`src/rtl/ocm_port_ctrl.sv`:
```
// ocm_port_ctrl: initiator for one sys_sram port.
// Converts a valid/ready request stream into active-low SRAM pins and
// returns read data through a credit-protected response FIFO.
//
// Handshake semantics (both streams): a transfer happens in a cycle where
// valid & ready are both 1 at the rising edge. req_ready never depends on
// req_valid. rsp_valid never depends on rsp_ready. Once rsp_valid is 1 it
// holds, with rsp_rdata stable, until the transfer happens.
module ocm_port_ctrl #(
  parameter int AW        = 12,
  parameter int DW        = 128,
  parameter int RSP_DEPTH = 4
) (
  input  logic          sys_clk,
  input  logic          sys_rst,
  input  logic          req_valid,
  output logic          req_ready,
  input  logic          req_write,
  input  logic [AW-1:0] req_addr,
  input  logic [DW-1:0] req_wdata,
  output logic          rsp_valid,
  input  logic          rsp_ready,
  output logic [DW-1:0] rsp_rdata,
  output logic          idle,
  output logic          CEN,
  output logic          WEN,
  output logic [AW-1:0] A,
  output logic [DW-1:0] D,
  input  logic [DW-1:0] Q
);

  localparam int PW = (RSP_DEPTH > 1) ? $clog2(RSP_DEPTH) : 1;
  localparam int CW = PW + 1;
  localparam int UW = CW + 1;

  logic [PW-1:0] wr_ptr_q, wr_ptr_d;
  logic [PW-1:0] rd_ptr_q, rd_ptr_d;
  logic [CW-1:0] count_q, count_d;
  logic          rd_pend_q, rd_pend_d;
  logic [DW-1:0] mem_q [RSP_DEPTH];
  logic [DW-1:0] mem_d [RSP_DEPTH];

  logic [UW-1:0] used;
  logic          fire;
  logic          push;
  logic          pop;

  // Credit check, SRAM pin generation and response-side outputs.
  // A read is only accepted if the FIFO is guaranteed a free slot for it
  // once its data returns; a pop in the same cycle does not count.
  always_comb begin
    used      = {1'b0, count_q} + {{CW{1'b0}}, rd_pend_q};
    req_ready = !sys_rst & (req_write | (used < UW'(RSP_DEPTH)));
    fire      = req_valid & req_ready;
    CEN       = !fire;
    WEN       = !(fire & req_write);
    A         = req_addr;
    D         = req_wdata;
    rsp_valid = (count_q != '0);
    rsp_rdata = rsp_valid ? mem_q[rd_ptr_q] : '0;
    idle      = (count_q == '0) & !rd_pend_q;
    push      = rd_pend_q;
    pop       = rsp_valid & rsp_ready;
  end

  // Next-state: Q is captured the cycle after a read access; pointers
  // wrap naturally because the depth is a power of two.
  always_comb begin
    rd_pend_d = fire & !req_write;
    mem_d     = mem_q;
    wr_ptr_d  = wr_ptr_q;
    rd_ptr_d  = rd_ptr_q;
    count_d   = count_q;
    if (push) begin
      mem_d[wr_ptr_q] = Q;
      wr_ptr_d        = wr_ptr_q + PW'(1);
    end
    if (pop) begin
      rd_ptr_d = rd_ptr_q + PW'(1);
    end
    case ({push, pop})
      2'b10:   count_d = count_q + CW'(1);
      2'b01:   count_d = count_q - CW'(1);
      default: count_d = count_q;
    endcase
  end

  // State registers; reset discards the in-flight read and all buffered data.
  always_ff @(posedge sys_clk or posedge sys_rst) begin
    if (sys_rst) begin
      rd_pend_q <= 1'b0;
      wr_ptr_q  <= '0;
      rd_ptr_q  <= '0;
      count_q   <= '0;
      for (int i = 0; i < RSP_DEPTH; i++) begin
        mem_q[i] <= '0;
      end
    end else begin
      rd_pend_q <= rd_pend_d;
      wr_ptr_q  <= wr_ptr_d;
      rd_ptr_q  <= rd_ptr_d;
      count_q   <= count_d;
      for (int i = 0; i < RSP_DEPTH; i++) begin
        mem_q[i] <= mem_d[i];
      end
    end
  end

endmodule

```
`config.mk`:
```
export PLATFORM = sky130hd
export DESIGN_NAME = ocm_port_ctrl
export DESIGN_NICKNAME = d
export VERILOG_FILES = /design/src/rtl/ocm_port_ctrl.sv
export SDC_FILE = /design/constraint.sdc
export NUM_CORES = 1
export LEC_CHECK = 0
export CAP_MARGIN = 20
export CORE_ASPECT_RATIO = 0.75
export CORE_MARGIN = 2
export CORE_UTILIZATION = 30
export DETAILED_ROUTE_END_ITERATION = 16
export SLEW_MARGIN = 20
export SYNTH_ARGS = -nofsm -noshare
export SYNTH_HDL_FRONTEND = slang
export SYNTH_SLANG_ARGS = --single-unit
```
`constraint.sdc`:
```
create_clock -name sys_clk -period 25.4 [get_ports sys_clk]
set_input_delay 5.08 -clock sys_clk [delete_from_list [all_inputs] [get_ports sys_clk]]
set_output_delay 5.08 -clock sys_clk [all_outputs]
set_load 0.01 [all_outputs]
```
==> out/metrics.yaml <==
hold_depth: 1
syn-cell-area_mm2: 0.0244
synth_top_family_by_area: "multiplexers"
antenna_left: 0
wl_mm: 56.3
post-cts-setup-buffer-count: 0
synthMuxAreaShare: 0.355
p_sw_mw: 1.17
die_w_um: 333
hold_end: "mem_q[265]"
fin_nets: 1947
cts_buffers: 56
place_congestion: 0.685
top_signal_layer_used: "met5"
drt_pass1_iterations: 4
cts_root_buffer: "clkbuf_16"
clock_latency_ps: 620
synth-seq-cells: 520
p_clk_frac: 0.202
drt_iter0_markers: 563
met1Wirelength_mm: 24.9
fin_util: 0.357
clock.fmax_mhz: 86.8
setup_ws_ps: 13880
placementRows: 90
drc: 0
r2r_end: "count_q[2]"
clockBufferDepth: 3
power_density_mw_per_mm2: 138
cts.sinks: 520
dp_cells: 2668
initial_utilization: 0.303
hp-start: "mem_q[265]"
grt-ovfl-total: 0
internal-power_mw: 2.80
rsz0062_at_grt: "false"
synth_fa_ha_area_frac: 0.00339
peakVddDrop_uv: 83.2
total_leakage_power_nw: 11.6
synth_edf_count: 0
drive_gt1_frac: 0.440
setup_violations: 0
die_area_mm2: 0.0835
cts_resized: 0
cp_max_fo: 3
arrival_ps: 6440
drv_slew: 0
synth.most_common_cell: "dfrtp_1"
syn_inst: 1567
tns_ps: 0
grt_first_pass_wirelength_mm: 88.9
period_minus_slack_ps: 11520
numPortBuffers: 265
yosys_warnings: 0
syn_avg_cell_area_um2: 15.5
combPwrFrac: 0.428
dp_slack_ps: 13880
critPathLaunch: "sys_rst"
whs_ps: 498
worstHoldPathType: "flip-flop to flip-flop"
timing.max_cap.violations: 0
synth_top_area_share: 0.534
start_kind: "input port"
met2WireLength_mm: 26.6
skew_ps: 17.9
max-slew-margin-rel: 0.256
cts-hold-fix-buffers: 0
placed_area_mm2: 0.0269
r2r_start: "count_q[0]"
synth-xor-area-share: 0.00216
synth-compound-area-share: 0.000668
clk_pin_slew_ps: 60
routedWlPerCell_um: 20.3
final_area_mm2: 0.0287
grt_use_total: 0.135
yosysSeqAreaShare: 0.534
dpl.hpwl_mm: 33.3
ys_top_cells_by_count: "dfrtp_1 (520), mux2_2 (512), buf_4 (151)"
hold_viol_final: 0
io_pins: 546
synth-simple-area-share: 0.0358
cts_tree: "built"
grt_max_degree: 170
r2r_cells: 10
h-tree-depth: 2
antenna_found_initial: 8
worstSetupPathType: "input port to primary output"
tightest_slew_ps: 1120
synthToLayoutAreaGrowth_pct: 17.9
num_vias: 13200
total_power_mw: 3.97
period_share: 0.454
end_kind: "primary output"
instances_no_fill: 2770
netlist_top_cells_area: "dfrtp_1 (53%), mux2_2 (24%), mux4_2 (12%)"
synth_top_flop_cell: "dfrtp_1"
synth_fp_nets: 1846
synth_top_cell_by_area: "dfrtp_1"
die_y_um: 251
cp.required_ps: 20320
p_seq_frac: 0.371
ys_types: 23
dr_wl_met3_mm: 3.53
grt_pass1_vias: 15000
vias_per_cell: 4.78
core_area_mm2: 0.0804
synthArstFlopShare: 1.00
ff2ff_setup_slack_ps: 22200
status: "finished clean"
swShare: 0.295
==> power groups by stage <==
stage          Clock [mW]  Combinational [mW]  Sequential [mW]
6_report            0.801                1.70             1.47
5_1_grt             0.867                1.82             1.53
4_1_cts             0.835                1.74             1.47
3_5_place_dp            0                1.73             1.49
3_3_place_gp            0                1.70             1.45
2_1_floorplan           0                1.16             1.40
==> critical path: stages <==
cell	delay [ps]
clkdlybuf4s50_1	610
nor2b_1	100
o21ai_0	80
clkdlybuf4s50_1	570
==> cell families (layout without fill, tap and decap cells) <==
| logic type | count (synthesis) | in the layout |
|---|---|---|
| AOI/OAI and AO/OA | 3 | 3 |
| buffers and inverters | 248 | 391 |
| muxes | 641 | 641 |
| other | 0 | 2 |
| DFF | 520 | 520 |
| xor gates and xnor gates | 6 | 6 |
| adders and majority gates | 6 | 6 |
| and+or+nand+nor | 143 | 143 |
==> worst max-delay path by stage <==
stage / endpoint / slack [ps] / depth (start not counted)
finish: CEN / 13880 / 4
detailed placement: CEN / 13880 / 4
global route: CEN / 13790 / 4
floorplan: count_q[0] / 5790 / 1
CTS: CEN / 13870 / 4
global placement: CEN / 13850 / 4
==> registers in the layout (all words and copies together), names as in the netlist <==
name	count
count_q	3
mem_q	512
push	1
rd_ptr_q	2
wr_ptr_q	2
==> metal layers <==
layer,vias to the layer above,track usage
li1,5706,-
met1,7090,0.175
met2,338,0.219
met3,99,0.0425
met4,16,0.0345
met5,-,0.00230
==> placed cells by master (no fill, tap or decap), types with 3 or more instances in the layout <==
master and n:
dfrtp_1 518, mux2_2 512, clkdlybuf4s50_1 265, and2_1 129
mux4_2 128, clkbuf_16 56, buf_4 17, clkbuf_8 16
clkbuf_1 14, inv_1 6, clkinv_2 6, ha_1 5
nand2_4 4, nor2_1 4, xor2_1 4, clkinvlp_4 3
==> area by class of cell <==
| cell class | count | area, um2 |
|---|---|---|
| Antenna cell | 2 | 5.00 |
| Clock buffer | 86 | 1670 |
| Clock inverter | 14 | 136 |
| Fill cell | 7633 | 51700 |
| Inverter | 7 | 33.8 |
| Multi-Input combinational cell | 799 | 9720 |
| Sequential cell | 520 | 13000 |
| Tap cell | 1058 | 1320 |
| Timing Repair Buffer | 284 | 2810 |
(Power assumes the default switching activity.)
